[config.mk]
export PLATFORM = sky130hd
export DESIGN_NAME = rr_dff_arbiter
export DESIGN_NICKNAME = d
export VERILOG_FILES = /design/src/rtl/rr_dff_arbiter.sv
export SDC_FILE = /design/constraint.sdc
export NUM_CORES = 1
export LEC_CHECK = 0
export CAP_MARGIN = 20
export CORE_AREA = 4 4 58 60
export DETAILED_ROUTE_END_ITERATION = 7
export DIE_AREA = 0 0 62 64
export HOLD_SLACK_MARGIN = 0.05
export PLACE_DENSITY = 0.84
export SETUP_SLACK_MARGIN = 0.05
export SLEW_MARGIN = 0
export SYNTH_ARGS = -nofsm -noshare
export SYNTH_HDL_FRONTEND = slang
export SYNTH_SLANG_ARGS = --single-unit
[constraint.sdc]
create_clock -name clk -period 2 [get_ports clk]
set_input_delay 0.4 -clock clk [delete_from_list [all_inputs] [get_ports clk]]
set_output_delay 0.4 -clock clk [all_outputs]
set_load 0.005 [all_outputs]
[src/rtl/rr_dff_arbiter.sv]
// Round-robin arbiter sharing one DW-bit register among NREQ requesters.
// Optional grant cap of MAX_HOLD loads is enabled by defining ARB_TIMEOUT_EN.
module rr_dff_arbiter #(
    parameter int NREQ     = 4,
    parameter int DW       = 8,
    parameter int MAX_HOLD = 4
) (
    input  logic                    clk,
    input  logic                    asyn_reset,
    input  logic [NREQ-1:0]         req,
    input  logic [NREQ*DW-1:0]      wdata,
    output logic [NREQ-1:0]         gnt,
    output logic [$clog2(NREQ)-1:0] owner,
    output logic [DW-1:0]           q,
    output logic                    q_valid
);

    localparam int OW = $clog2(NREQ);

    if (NREQ < 2 || NREQ > 8 || DW < 1 || MAX_HOLD < 1) begin : g_param_check
        $error("rr_dff_arbiter: parameter out of range");
    end

    typedef enum logic [1:0] {
        IDLE    = 2'd0,
        GRANT   = 2'd1,
        RELEASE = 2'd2
    } state_t;

    state_t            state_q, state_d;
    logic [NREQ-1:0]   gnt_q, gnt_d;
    logic [OW-1:0]     owner_q, owner_d;
    logic [OW-1:0]     ptr_q, ptr_d;
    logic [DW-1:0]     q_q, q_d;
    logic              q_valid_q, q_valid_d;

    logic              win_found;
    logic [OW-1:0]     win_idx;
    logic [OW-1:0]     cand;
    logic [DW-1:0]     owner_data;

`ifdef ARB_TIMEOUT_EN
    localparam int HW = $clog2(MAX_HOLD + 1);

    logic [HW-1:0]     hold_q, hold_d;
    logic [HW-1:0]     hold_inc;

    assign hold_inc = hold_q + HW'(1);
`endif

    assign owner_data = wdata[int'(owner_q)*DW +: DW];

    // First requester at or after ptr, wrapping past NREQ-1 back to 0.
    always_comb begin
        win_found = 1'b0;
        win_idx   = '0;
        cand      = '0;
        for (int k = 0; k < NREQ; k++) begin
            cand = OW'((int'(ptr_q) + k) % NREQ);
            if (!win_found && req[cand]) begin
                win_found = 1'b1;
                win_idx   = cand;
            end
        end
    end

    always_comb begin
        state_d   = state_q;
        gnt_d     = gnt_q;
        owner_d   = owner_q;
        ptr_d     = ptr_q;
        q_d       = q_q;
        q_valid_d = q_valid_q;
`ifdef ARB_TIMEOUT_EN
        hold_d    = hold_q;
`endif
        case (state_q)
            IDLE: begin
                gnt_d = '0;
                if (win_found) begin
                    gnt_d[win_idx] = 1'b1;
                    owner_d        = win_idx;
                    ptr_d          = OW'((int'(win_idx) + 1) % NREQ);
                    state_d        = GRANT;
`ifdef ARB_TIMEOUT_EN
                    hold_d         = '0;
`endif
                end
            end
            GRANT: begin
                if (req[owner_q]) begin
                    q_d       = owner_data;
                    q_valid_d = 1'b1;
`ifdef ARB_TIMEOUT_EN
                    hold_d    = hold_inc;
                    // Cap reached: this load is the last one of the grant.
                    if (hold_inc == HW'(MAX_HOLD)) begin
                        gnt_d   = '0;
                        state_d = RELEASE;
                    end
`endif
                end else begin
                    gnt_d   = '0;
                    state_d = RELEASE;
                end
            end
            RELEASE: begin
                gnt_d   = '0;
                state_d = IDLE;
            end
            default: begin
                gnt_d   = '0;
                state_d = IDLE;
            end
        endcase
    end

    always_ff @(posedge clk or posedge asyn_reset) begin
        if (asyn_reset) begin
            state_q   <= IDLE;
            gnt_q     <= '0;
            owner_q   <= '0;
            ptr_q     <= '0;
            q_q       <= '0;
            q_valid_q <= 1'b0;
`ifdef ARB_TIMEOUT_EN
            hold_q    <= '0;
`endif
        end else begin
            state_q   <= state_d;
            gnt_q     <= gnt_d;
            owner_q   <= owner_d;
            ptr_q     <= ptr_d;
            q_q       <= q_d;
            q_valid_q <= q_valid_d;
`ifdef ARB_TIMEOUT_EN
            hold_q    <= hold_d;
`endif
        end
    end

    assign gnt     = gnt_q;
    assign owner   = owner_q;
    assign q       = q_q;
    assign q_valid = q_valid_q;

endmodule

# Word-level counts from Yosys, hierarchy flattened
# Cells that the tools add are included.
# op_classes
add_sub_neg	4
n_lt_le_gt_ge	7
eq_ne	3
n_shift	1
n_mux	26
n_reduce_logical	11
# ops
op	count
variable part select 32 x 6 -> 8 bit	1
< comparator 2 x 3 -> 1 bit, second input constant	6
2-to-1 mux 2 bit	6
binary-select mux 1 bit (select 2 bit)	5
2-to-1 mux 1 bit	10
2-to-1 mux 4 bit	2
one-hot mux 4 bit (2 select lines)	1
AND reduction 2 bit	3
adder 2 x 1 -> 2 bit, second input constant	2
adder 2 bit, second input constant	2
logical AND 1 bit	4
!= test 2 bit, second input constant	2
one-hot mux 2 bit (2 select lines)	1
logical NOT 1 bit	3
demux 1 bit (select 2 bit)	1
equality test 2 x 1 -> 1 bit, second input constant	1
greater-or-equal comparator 2 x 1 -> 1 bit, second input constant	1
logical NOT 2 bit	1
# totals
register_bits	19
in_bits	38
output_inout_bits	15
word_cells	58

# Logic depth before layout (Yosys ltp)
# depth
ltp_word	18
ltp_mapped	6
depth_no_buf	6

# Worst setup path after synthesis
# No wires, ideal clock.
# synth_path
kind	flip-flop to flip-flop
startpoint	register state_q[1]
endpoint	register q_q[0], in the netlist q[0]
setup_time_ns	0.125
arrival_ns	1.510
t_required_ns	1.875
slack_ns	0.365
path_stages_with_launch	6
period_less_slack_ns	1.635
path_cell_list	dfrtp_1 > nand2b_1 > or3_4 > o31ai_4 > buf_6 > mux2_4
# synth_via
elab_chain_len	2
# synth_lines
item	line_no	rtl
start: declaration	30	state_t state_q, state_d;
start signal: assignment	130	state_q <= state_d;
equality test 2 x 1 -> 1 bit	77	case (state_q)
AND reduction 2 bit (no source line)	--	
end signal: assignment	134	q_q <= q_d;
end: declaration	34	logic [DW-1:0] q_q, q_d;
# No other way between the ends.
# A chain may end at the register's enable or synchronous reset.

# Worst setup path in the final report
# layout_path
startpoint	input port req[1]
endpoint	register q_q[7], in the netlist q[7]
# layout_via
elab_chain_len	3
# layout_lines
item	line_no	rtl
start: declaration	10	input logic [NREQ-1:0] req,
binary-select mux 1 bit (select 2 bit)	91	if (req[owner_q]) begin
2-to-1 mux 1 bit (not written as such)	91	
AND reduction 2 bit (no source line)	--	
# No other way between the ends. The select of a mux whose other input is x is not followed.

==> impl_metrics.env <==
export IMPL_status="complete, no violations"
export IMPL_drc=0
export IMPL_synth_edf_count=0
export IMPL_relSlewSlack_pct=56.6
export IMPL_die_h_um=64
export IMPL_post_cts_buffers=0
export IMPL_r2r_slack_ns=0.31
export IMPL_multiInputGateArea_sq_um=624
export IMPL_dr_pass1_iters=4
export IMPL_worstReg2RegStart="owner[1]"
export IMPL_rsz0062_at_grt="false"
export IMPL_p_int_mw=1.49
export IMPL_power_leakage_nw=0.765
export IMPL_vias=892
export IMPL_netlist_cell_type_count=25
export IMPL_critPathMaxStageDelay_ns=0.53
export IMPL_cts_root_buffer_cell="clkbuf_4"
export IMPL_fin_crit_sh_pct=92.3
export IMPL_clock_latency_ns=0.30
export IMPL_grt_util_all_layers_pct=14.5
export IMPL_wire_per_inst_um=15.1
export IMPL_finalPower_mw=2.22
export IMPL_synth_fp_nets=121
export IMPL_synthSimpleGateAreaFrac_pct=9.71
export IMPL_crit_type="in -> reg"
export IMPL_cp_slowest_cell="clkdlybuf4s50_1"
export IMPL_min_path_type="in -> async"
export IMPL_worst_setup_path_start_kind="input port"
export IMPL_dp_hpwl_um=2110
export IMPL_synth_seq_cells=19
export IMPL_dieWidth_um=62
export IMPL_finish_net_count=184
export IMPL_wirelength_um=2630
export IMPL_drive_gt1_share_pct=23.4
export IMPL_cts_hold_buffers_added=0
export IMPL_min_period_ns=1.85
export IMPL_diodes=0
export IMPL_synth_area_per_cell_sq_um=14.3
export IMPL_synth_main_ff_cell="dfrtp_1"
export IMPL_r2r_end="q[7]"
export IMPL_port_buffers=52
export IMPL_filler_cell_count=244
export IMPL_clockBufferDepth=2
export IMPL_coreArea_sq_um=2930
export IMPL_gr_total_overflow=0
export IMPL_first_iter_violations=24
export IMPL_finalSetupTns_ns=0
export IMPL_die_area_sq_um=3970
export IMPL_pwr_share_seq_pct=31.5
export IMPL_synth_xor_area_share_pct=0
export IMPL_synth_warning_count=0
export IMPL_htreeDepth=1
export IMPL_synthAdderAreaFrac_pct=4.42
export IMPL_cts_buffers=3
export IMPL_grt_pass1_vias=1041
export IMPL_switchingPower_mw=0.731
export IMPL_synth_compound_area_share_pct=7.51
export IMPL_ys_seq_area_share_pct=41.9
export IMPL_fmax_mhz=542
export IMPL_ant_nets=0
export IMPL_cp_required_ns=2.18
export IMPL_regArea_sq_um=475
export IMPL_skew_ns=0.0137
export IMPL_worst_slew_pin_transition_ns=0.647
export IMPL_tritoncts="yes"
export IMPL_critPathArrivalTime_ns=2.02
export IMPL_synthMuxAreaShare_pct=32.5
export IMPL_crit_fanout=10
export IMPL_grt_max_degree=20
export IMPL_clk_pin_slew_ns=0.11
export IMPL_setup_viol=0
export IMPL_combPwrFrac_pct=59.9
export IMPL_syn_cell_area_sq_um=1130
export IMPL_place_gp_congestion=0.716
export IMPL_grt_pass1_wl_um=4210
export IMPL_cts_sinks=19
export IMPL_asyncSetResetFlopFracSynth_pct=100
export IMPL_hold_viol_final=0
export IMPL_maxSlewViolCount=0
export IMPL_pwr_share_clk_pct=8.5
export IMPL_syn2layout_area_growth_pct=56.3
export IMPL_end_kind="register"
export IMPL_avgViaCountPerCell=5.13
export IMPL_drv_cap=0
export IMPL_fp_row_count=20
export IMPL_synth_top_family_by_area="multiplexers"
export IMPL_cp_startpoint="req[1]"
export IMPL_initial_utilization_pct=38.7
export IMPL_crit_chain="clkdlybuf4s50_1, mux2i_1, o31ai_4, mux2_2"
export IMPL_powerDensity_nw_per_um2=1250
export IMPL_pin_count=53
export IMPL_grt_antenna_before_repair=0
export IMPL_vdd_ir_drop_max_uv=703
export IMPL_p_sw_share_pct=32.9
export IMPL_syn_inst=79
export IMPL_reg2regPathDepth=3
==> critical path, delay by kind of cell <==
family | cells | cell delay [ns]
mux | 2 | 0.57
compound gates | 1 | 0.51
buf+inv | 1 | 0.53
==> synth_stat cells (all sizes together) (2+ instances only) <==
cell	n	share of area [%]
mux2	10	11
mux4	8	19
a22o	4	3.4
or2	2	1.1
buf	3	2.6
a21oi	2	0.88
mux2i	3	2.6
nand2	4	1.3
dfrtp	19	42
nor2	3	0.99
inv	4	1.3
nor3	2	1.3
ha	4	4.4
nor2b	4	2.2
==> worst max path at each step <==
stage | to | slack [ns] | cells after the start
2_1_floorplan | q[0] | 0.36 | 5
3_3_place_gp | q[5] | -0.14 | 4
3_5_place_dp | q[7] | -0.23 | 4
4_1_cts | q[7] | 0.1 | 4
5_1_grt | q[7] | 0.07 | 4
6_report | q[7] | 0.15 | 4
==> what timing repair did <==
action                     4_1_cts  5_1_grt
hold endpoints to repair         0        0
resized for setup                0        2
setup endpoints to repair        0        7
==> flip-flops by register name, summed over array words and instances (netlist names) <==
register	flops
gnt	4
owner	2
ptr_q	2
q	8
q_valid	1
state_q	2
==> kinds of logic after synthesis <==
group	after synthesis
buf+inv	7
compound gates	9
flops	19
fa+ha+maj	4
mux	21
simple gates	19
==> cell type report <==
cell class                 count  area share (%)
multi-input combinational     53            35.2
inverter                       4           0.847
timing repair buffer          61            33.2
clock inverter                 1           0.282
sequential                    19            26.8
tap                           33            2.33
clock buffer                   3            1.27
==> stage by stage <==
step | hold WS (ns) | instance area, sq um | cells | worst slack, ns | utilization [%]
after global placement | 0.461 | 1730 | 170 | -0.143 | 59.2
final | 0.416 | 1770 | 174 | 0.155 | 60.5
after global routing | 0.447 | 1770 | 174 | 0.0661 | 60.5
after detailed placement | 0.462 | 1730 | 170 | -0.226 | 59.2
after CTS | 0.426 | 1760 | 174 | 0.0996 | 60.1
after floorplan | 0.351 | 1130 | 79 | 0.365 | -
==> layout by cell type, fill, tap and decap left out, drive strengths merged, types with 4 or more instances in the layout <==
| master | netlist | routed |
|---|---|---|
| a22o | 4 | 4 |
| buf | 3 | 9 |
| clkdlybuf4s50 | 0 | 52 |
| dfrtp | 19 | 19 |
| ha | 4 | 4 |
| inv | 4 | 4 |
| mux2 | 10 | 10 |
| mux4 | 8 | 8 |
| nand2 | 4 | 4 |
| nor2b | 4 | 4 |
==> metal layers <==
layer,vias to the layer above,global-route usage [%],wire (um)
met5,-,0,0
met4,0,5.57,24
met3,2,7.68,327
met2,49,23.2,1270
met1,419,15.7,1010
li1,422,-,-
==> power by group through the flow <==
stage               combinational, mW  clock (mW)  sequential, mW
finish                           1.33       0.190           0.700
global route                     1.45       0.215           0.720
CTS                              1.34       0.196           0.701
detailed placement               1.34           0           0.696
global placement                 1.29           0           0.697
floorplan                       0.808           0           0.689
Note: power is estimated with default switching activity, not from simulation.
